--- config.mk ---
export PLATFORM = sky130hd
export DESIGN_NAME = ghost_mode_scheduler_flat
export DESIGN_NICKNAME = d
export VERILOG_FILES = /design/src/rtl/ghost_mode_scheduler_pkg.sv /design/src/rtl/ghost_mode_scheduler_if.sv /design/src/rtl/ghost_mode_scheduler.sv /design/src/flat_wrapper.sv
export SDC_FILE = /design/constraint.sdc
export NUM_CORES = 1
export LEC_CHECK = 0
export ABC_CLOCK_PERIOD_IN_PS = 3480
export BUFFER_PORTS_ARGS = -buffer_cell sky130_fd_sc_hd__buf_4
export CAP_MARGIN = 40
export CORE_ASPECT_RATIO = 0.5
export CORE_MARGIN = 3
export CORE_UTILIZATION = 40
export CTS_BUF_LIST = sky130_fd_sc_hd__clkbuf_2 sky130_fd_sc_hd__clkbuf_4 sky130_fd_sc_hd__clkbuf_8
export DETAILED_ROUTE_END_ITERATION = 10
export PLACE_DENSITY = 0.6
export SLEW_MARGIN = 20
export SYNTH_ARGS = -nofsm -noshare
export SYNTH_HDL_FRONTEND = slang
export SYNTH_SLANG_ARGS = --single-unit
--- constraint.sdc ---
create_clock -name clk -period 3.48 [get_ports clk]
set_input_delay 0.348 -clock clk [delete_from_list [all_inputs] [get_ports clk]]
set_output_delay 0.348 -clock clk [all_outputs]
set_load 0.005 [all_outputs]
--- src/rtl/ghost_mode_scheduler_pkg.sv ---
// Shared mode definitions and the level-1 scatter/chase schedule used by
// the mode scheduler and every ghost module.
package ghost_mode_pkg;

    localparam int FRAME_HZ   = 60;
    localparam int PHASE_W    = 12;
    localparam int IDX_W      = 3;
    localparam int LAST_PHASE = 7;

    typedef enum logic [1:0] {
        MODE_IDLE,
        MODE_SCATTER,
        MODE_CHASE,
        MODE_FRIGHT
    } mode_e;

    localparam logic [PHASE_W-1:0] SCATTER_LONG  = 12'd420;
    localparam logic [PHASE_W-1:0] SCATTER_SHORT = 12'd300;
    localparam logic [PHASE_W-1:0] CHASE_LEN     = 12'd1200;

    // Phase 7 returns 0: it is the endless final chase and never counts down.
    function automatic logic [PHASE_W-1:0] phase_duration(input logic [IDX_W-1:0] idx);
        case (idx)
            3'd0, 3'd2:       phase_duration = SCATTER_LONG;
            3'd1, 3'd3, 3'd5: phase_duration = CHASE_LEN;
            3'd4, 3'd6:       phase_duration = SCATTER_SHORT;
            default:          phase_duration = '0;
        endcase
    endfunction

endpackage

--- src/rtl/ghost_mode_scheduler_if.sv ---
// Control/status bundle between the game controller (master) and the
// ghost mode scheduler (slave).
interface ghost_mode_scheduler_if;
    import ghost_mode_pkg::*;

    logic             frameTick;
    logic             start;
    logic             pause;
    logic             powerPellet;
    logic             isScatter;
    logic             isChase;
    logic             isFrightened;
    logic             frightFlash;
    logic             reverseReq;
    logic [IDX_W-1:0] phaseIdx;

    modport master (
        output frameTick, start, pause, powerPellet,
        input  isScatter, isChase, isFrightened, frightFlash, reverseReq, phaseIdx
    );

    modport slave (
        input  frameTick, start, pause, powerPellet,
        output isScatter, isChase, isFrightened, frightFlash, reverseReq, phaseIdx
    );
endinterface

--- src/rtl/ghost_mode_scheduler.sv ---
// Global scatter/chase/frightened sequencer shared by all four ghosts,
// advanced by qualified 60 Hz frame ticks.
module ghost_mode_scheduler
    import ghost_mode_pkg::*;
#(
    parameter int FRIGHT_FRAMES = 360,
    parameter int FLASH_FRAMES  = 120
) (
    input  logic                  clk,
    input  logic                  reset_n,
    ghost_mode_scheduler_if.slave bus
);

    localparam int                  FRIGHT_W    = 9;
    localparam logic [FRIGHT_W-1:0] FRIGHT_LOAD = FRIGHT_W'(FRIGHT_FRAMES);
    localparam logic [FRIGHT_W-1:0] FLASH_LEVEL = FRIGHT_W'(FLASH_FRAMES);

    mode_e               r_state,      w_state_nxt;
    logic [IDX_W-1:0]    r_phase_idx,  w_phase_idx_nxt;
    logic [PHASE_W-1:0]  r_phase_cnt,  w_phase_cnt_nxt;
    logic [FRIGHT_W-1:0] r_fright_cnt, w_fright_cnt_nxt;
    logic                w_reverse_nxt;

    logic r_is_scatter, r_is_chase, r_is_frightened, r_fright_flash, r_reverse_req;

    logic             w_active, w_run, w_pellet;
    logic [IDX_W-1:0] w_idx_inc;

    assign w_active  = bus.start & ~bus.pause;
    assign w_run     = w_active & bus.frameTick;
    assign w_pellet  = w_active & bus.powerPellet;
    assign w_idx_inc = r_phase_idx + 1'b1;

    always_comb begin
        // NOTE: every next value starts from its hold value so no branch can infer a latch.
        w_state_nxt      = r_state;
        w_phase_idx_nxt  = r_phase_idx;
        w_phase_cnt_nxt  = r_phase_cnt;
        w_fright_cnt_nxt = r_fright_cnt;
        w_reverse_nxt    = 1'b0;

        if (!bus.start) begin
            w_state_nxt      = MODE_IDLE;
            w_phase_idx_nxt  = '0;
            w_phase_cnt_nxt  = '0;
            w_fright_cnt_nxt = '0;
        end else if (!bus.pause) begin
            case (r_state)
                MODE_IDLE: begin
                    w_state_nxt     = MODE_SCATTER;
                    w_phase_idx_nxt = '0;
                    w_phase_cnt_nxt = phase_duration('0);
                end
                MODE_SCATTER, MODE_CHASE: begin
                    if (w_run && r_phase_idx != IDX_W'(LAST_PHASE)) begin
                        if (r_phase_cnt == PHASE_W'(1)) begin
                            w_phase_idx_nxt = w_idx_inc;
                            w_phase_cnt_nxt = phase_duration(w_idx_inc);
                            w_state_nxt     = w_idx_inc[0] ? MODE_CHASE : MODE_SCATTER;
                            w_reverse_nxt   = 1'b1;
                        end else begin
                            w_phase_cnt_nxt = r_phase_cnt - 1'b1;
                        end
                    end
                    // A pellet on the expiry tick still advances the phase; one reverse covers both.
                    if (w_pellet) begin
                        w_state_nxt      = MODE_FRIGHT;
                        w_fright_cnt_nxt = FRIGHT_LOAD;
                        w_reverse_nxt    = 1'b1;
                    end
                end
                MODE_FRIGHT: begin
                    if (w_pellet) begin
                        w_fright_cnt_nxt = FRIGHT_LOAD;
                    end else if (w_run) begin
                        w_fright_cnt_nxt = r_fright_cnt - 1'b1;
                        if (r_fright_cnt == FRIGHT_W'(1)) begin
                            w_state_nxt = r_phase_idx[0] ? MODE_CHASE : MODE_SCATTER;
                        end
                    end
                end
                default: w_state_nxt = MODE_IDLE;
            endcase
        end
    end

    // NOTE: sequential state uses non-blocking assignments so every register samples pre-edge values.
    always_ff @(posedge clk or negedge reset_n) begin
        if (!reset_n) begin
            r_state         <= MODE_IDLE;
            r_phase_idx     <= '0;
            r_phase_cnt     <= '0;
            r_fright_cnt    <= '0;
            r_is_scatter    <= 1'b0;
            r_is_chase      <= 1'b0;
            r_is_frightened <= 1'b0;
            r_fright_flash  <= 1'b0;
            r_reverse_req   <= 1'b0;
        end else begin
            r_state         <= w_state_nxt;
            r_phase_idx     <= w_phase_idx_nxt;
            r_phase_cnt     <= w_phase_cnt_nxt;
            r_fright_cnt    <= w_fright_cnt_nxt;
            r_is_scatter    <= (w_state_nxt == MODE_SCATTER);
            r_is_chase      <= (w_state_nxt == MODE_CHASE);
            r_is_frightened <= (w_state_nxt == MODE_FRIGHT);
            r_fright_flash  <= (w_state_nxt == MODE_FRIGHT) && (w_fright_cnt_nxt <= FLASH_LEVEL);
            r_reverse_req   <= w_reverse_nxt;
        end
    end

    assign bus.isScatter    = r_is_scatter;
    assign bus.isChase      = r_is_chase;
    assign bus.isFrightened = r_is_frightened;
    assign bus.frightFlash  = r_fright_flash;
    assign bus.reverseReq   = r_reverse_req;
    assign bus.phaseIdx     = r_phase_idx;

endmodule

--- src/flat_wrapper.sv ---
// flat-port wrapper written by rule: the top's interface ports become plain ports
module ghost_mode_scheduler_flat import ghost_mode_pkg::*;
#(
    parameter int FRIGHT_FRAMES = 360,
    parameter int FLASH_FRAMES  = 120
)
  (clk, reset_n, bus_frameTick, bus_start, bus_pause, bus_powerPellet, bus_isScatter, bus_isChase, bus_isFrightened, bus_frightFlash, bus_reverseReq, bus_phaseIdx);
  ghost_mode_scheduler_if bus_i ();
  input  logic clk;
  input  logic reset_n;
  input wire logic [$bits(bus_i.frameTick)-1:0] bus_frameTick;
  input wire logic [$bits(bus_i.start)-1:0] bus_start;
  input wire logic [$bits(bus_i.pause)-1:0] bus_pause;
  input wire logic [$bits(bus_i.powerPellet)-1:0] bus_powerPellet;
  output wire logic [$bits(bus_i.isScatter)-1:0] bus_isScatter;
  output wire logic [$bits(bus_i.isChase)-1:0] bus_isChase;
  output wire logic [$bits(bus_i.isFrightened)-1:0] bus_isFrightened;
  output wire logic [$bits(bus_i.frightFlash)-1:0] bus_frightFlash;
  output wire logic [$bits(bus_i.reverseReq)-1:0] bus_reverseReq;
  output wire logic [$bits(bus_i.phaseIdx)-1:0] bus_phaseIdx;
  assign bus_i.frameTick = bus_frameTick;
  assign bus_i.start = bus_start;
  assign bus_i.pause = bus_pause;
  assign bus_i.powerPellet = bus_powerPellet;
  assign bus_isScatter = bus_i.isScatter;
  assign bus_isChase = bus_i.isChase;
  assign bus_isFrightened = bus_i.isFrightened;
  assign bus_frightFlash = bus_i.frightFlash;
  assign bus_reverseReq = bus_i.reverseReq;
  assign bus_phaseIdx = bus_i.phaseIdx;
  ghost_mode_scheduler #(.FRIGHT_FRAMES(FRIGHT_FRAMES), .FLASH_FRAMES(FLASH_FRAMES)) u_core (.clk(clk), .reset_n(reset_n), .bus(bus_i));
endmodule
==> run summary <==
outcome = complete, but fails checks
failing checks = negative hold slack
vias in the first global route = 1911
R2R depth = 7
TritonCTS clock tree = yes
Net Count, Synth = 280
CTS Hold Buffers Added = 0
Die W = 112 µm
largest family of logic cells by synthesized area = simple AND/OR/NAND/NOR gates
core area = 5160 µm²
WP data required = 3690 ps
Post-Synthesis Cells = 262
critical path's top delay family = simple AND/OR/NAND/NOR gates
Port Buf Inserts = 13
syn_area_per_cell = 8.53 µm²
r2r endpoint = u_core.r_phase_cnt[11]$_DFFE_PN0P_
DRC viols = 0
Final HPWL DP = 3810 µm
setup TNS = 0 ps
Die Y = 58.9 µm
Sw Pwr = 0.261 mW
sequential fraction of the synthesis area = 34.7%
diode count = 0
Slew Viols, Final = 0
layout net count = 287
fraction of registers with async set/reset = 100%
share of layout cells above drive strength 1 = 13.0%
Critical Path Max Stage Delay = 660 ps
crit-path cells = inv_1 -> ha_1 -> nand4b_1 -> a21oi_2 -> nand3_1 -> or4_1 -> a21oi_1
CTS resizes = 0
initial antenna violation count = 0
crit start category = flip-flop
P_int = 0.624 mW
top fanout value on the critical path = 20
yosys synthesis warning count = 0
Switching Share = 29.5%
via count = 2037
measured slew at the worst slew-check pin = 667 ps
Peak VDD IR = 0.000130 V
post-CTS setup buffers = 0
R2R setup slack = 840 ps
Slew headroom = 55.5%
drt first pass iters = 5
initial drt markers = 122
vias per cell = 5.99
commonest non-fill, non-tap cell in the layout = dfrtp_1
placed cell count = 332
Final ANT Viol Nets = 0
Gate power share = 18.4%
Post-Synth Simple-Gate Area = 28.1%
Critical Path AT = 2850 ps
register bit total from synthesis = 31
Seq pwr share = 44.5%
Initial Util = 43.4%
Worst-Skew Late Latency = 290 ps
Final Total Pwr = 0.886 mW
period utilization = 75.9%
row cnt = 18
average wire per cell in the routed design = 15.9 µm
Synth Area in Adders = 6.72%
commonest non-fill, non-tap cells in the layout = 31 x dfrtp_1, 26 x nor2_1, 21 x nand2_1
first-pass GRT wire length = 9280 µm
P_leak = 1.11 nW
largest net degree at the start of global routing = 32
Final Hold Slack = -12.4 ps
cell area after synthesis = 2240 µm²
final wirelength = 5410 µm
Post-Layout Cell Count = 340
mux cell area share after synthesis = 1.34%
f_max = 378 MHz
Bufs and invs on worst path = 1
Power Density = 359 nW/µm²
Clock power frac = 37.1%
gr ovfl total = 0
CTS root buf = clkbuf_8
# clock sinks = 31
RSZ-0062 raised after global routing = false
gpl congestion = 0.889
xor/xnor share of the synthesized area = 0.783%
hold crit path type = in -> async
Ports = 14
GRT Overall Usage = 17.6%
DIE AREA = 6580 µm²
Fin Clk Skew = 5.37 ps
clk buf depth = 2
FF-to-FF Start = u_core.r_state[0]$_DFF_PN0_
Synth Area in Compound Gates = 23.2%
Fin. Hold Viols = 31
Post-synth EDFFs = 0
Area Overhead vs Synth = 10.5%
H-Tree Depth = 2
crit end category = flip-flop
clock transition at the registers of the reported paths = 70 ps
number of buffers created by CTS = 5
Crit-path slowest cell = ha_1
number of setup violations in the final report = 0
Main synth FF type = dfrtp_1
count of different cell masters after synthesis = 58
Max-cap violations = 0
fin crit period = 2640 ps
Setup CP Type = reg -> reg
final cells by class:
class                      count  area (µm²)
timing repair buffer          13        97.6
multi-input combinational    202        1350
sequential                    31         776
clock buffer                   8         104
inverter                      16        60.1
fill                         481        2690
tap                           70        87.6
power by group through the flow:
stage	Sequential (mW)	Combinational (mW)	Clock (mW)
after CTS	0.394	0.163	0.336
after global routing	0.397	0.185	0.355
after global placement	0.400	0.162	0
final	0.394	0.163	0.329
after floorplan	0.395	0.122	0
after detailed placement	0.400	0.162	0
worst max path at each step:
stage / end / slack, ps / cells past startpoint / start
2_1_floorplan: u_core.bus.isChase$_DFF_PN0_ / 1330 / 8 / u_core.bus.phaseIdx[0]$_DFFE_PN0P_
3_3_place_gp: u_core.r_phase_cnt[11]$_DFFE_PN0P_ / 970 / 7 / u_core.r_state[1]$_DFF_PN0_
3_5_place_dp: u_core.r_phase_cnt[11]$_DFFE_PN0P_ / 890 / 7 / u_core.r_state[0]$_DFF_PN0_
4_1_cts: u_core.r_phase_cnt[11]$_DFFE_PN0P_ / 870 / 7 / u_core.r_state[0]$_DFF_PN0_
5_1_grt: u_core.r_phase_cnt[11]$_DFFE_PN0P_ / 580 / 7 / u_core.r_state[1]$_DFF_PN0_
6_report: u_core.r_phase_cnt[11]$_DFFE_PN0P_ / 840 / 7 / u_core.r_state[0]$_DFF_PN0_
per-layer routing:
metal  GRT usage (%)  wire [µm]
met1            23.3       2490
met2            28.9       2510
met3            4.00        347
met4            6.24         62
met5               0          0
synthesized netlist by cell type (3+ instances only):
master     n  area (µm²)
dfrtp_1   31         776
nor2_1    26        97.6
nand2_1   21        78.8
a21oi_1   18        90.1
inv_1     16        60.1
o21ai_0   15        75.1
ha_1      12         150
nand3_1   10        50.1
a31oi_1    7        43.8
clkbuf_1   6        22.5
nor3_1     6        30.0
a21o_1     5        37.5
buf_2      5        25.0
o211ai_1   5        37.5
a22oi_1    4        30.0
and3_1     4        25.0
nand4b_1   4        35.0
nor4_1     4        25.0
or3_1      4        25.0
mux2i_1    3        30.0
nand3b_1   3        22.5
nor2b_1    3        18.8
nor3b_1    3        22.5
through the flow:
| stage | cell area, µm² | hold WS (ps) | setup WS [ps] | utilization, % |
|---|---|---|---|---|
| after global placement | 2370 | 310 | 965 | 45.9 |
| after detailed placement | 2370 | 316 | 890 | 45.9 |
| final | 2470 | -12.4 | 837 | 47.9 |
| after floorplan | 2240 | 52.4 | 1330 | - |
| after CTS | 2470 | 7.32 | 870 | 47.9 |
| after global routing | 2470 | 19.4 | 585 | 47.9 |
logic make-up (layout without fill, tap and decap cells):
group                      after synthesis  in the layout
AOI/OAI and AO/OA                       76             76
xor gates and xnor gates                 2              2
adders and majority gates               12             12
buffers and inverters                   29             37
DFF                                     31             31
muxes                                    3              3
and+or+nand+nor                        109            109
state kept, by name (all words and copies together) (netlist names):
| name | flops |
|---|---|
| u_core.bus.frightFlash | 1 |
| u_core.r_phase_cnt | 12 |
| u_core.bus.isFrightened | 1 |
| u_core.bus.phaseIdx | 3 |
| u_core.r_state | 2 |
| u_core.r_fright_cnt | 9 |
| u_core.bus.isScatter | 1 |
| u_core.bus.isChase | 1 |
| u_core.bus.reverseReq | 1 |
(Power assumes the default switching activity.)
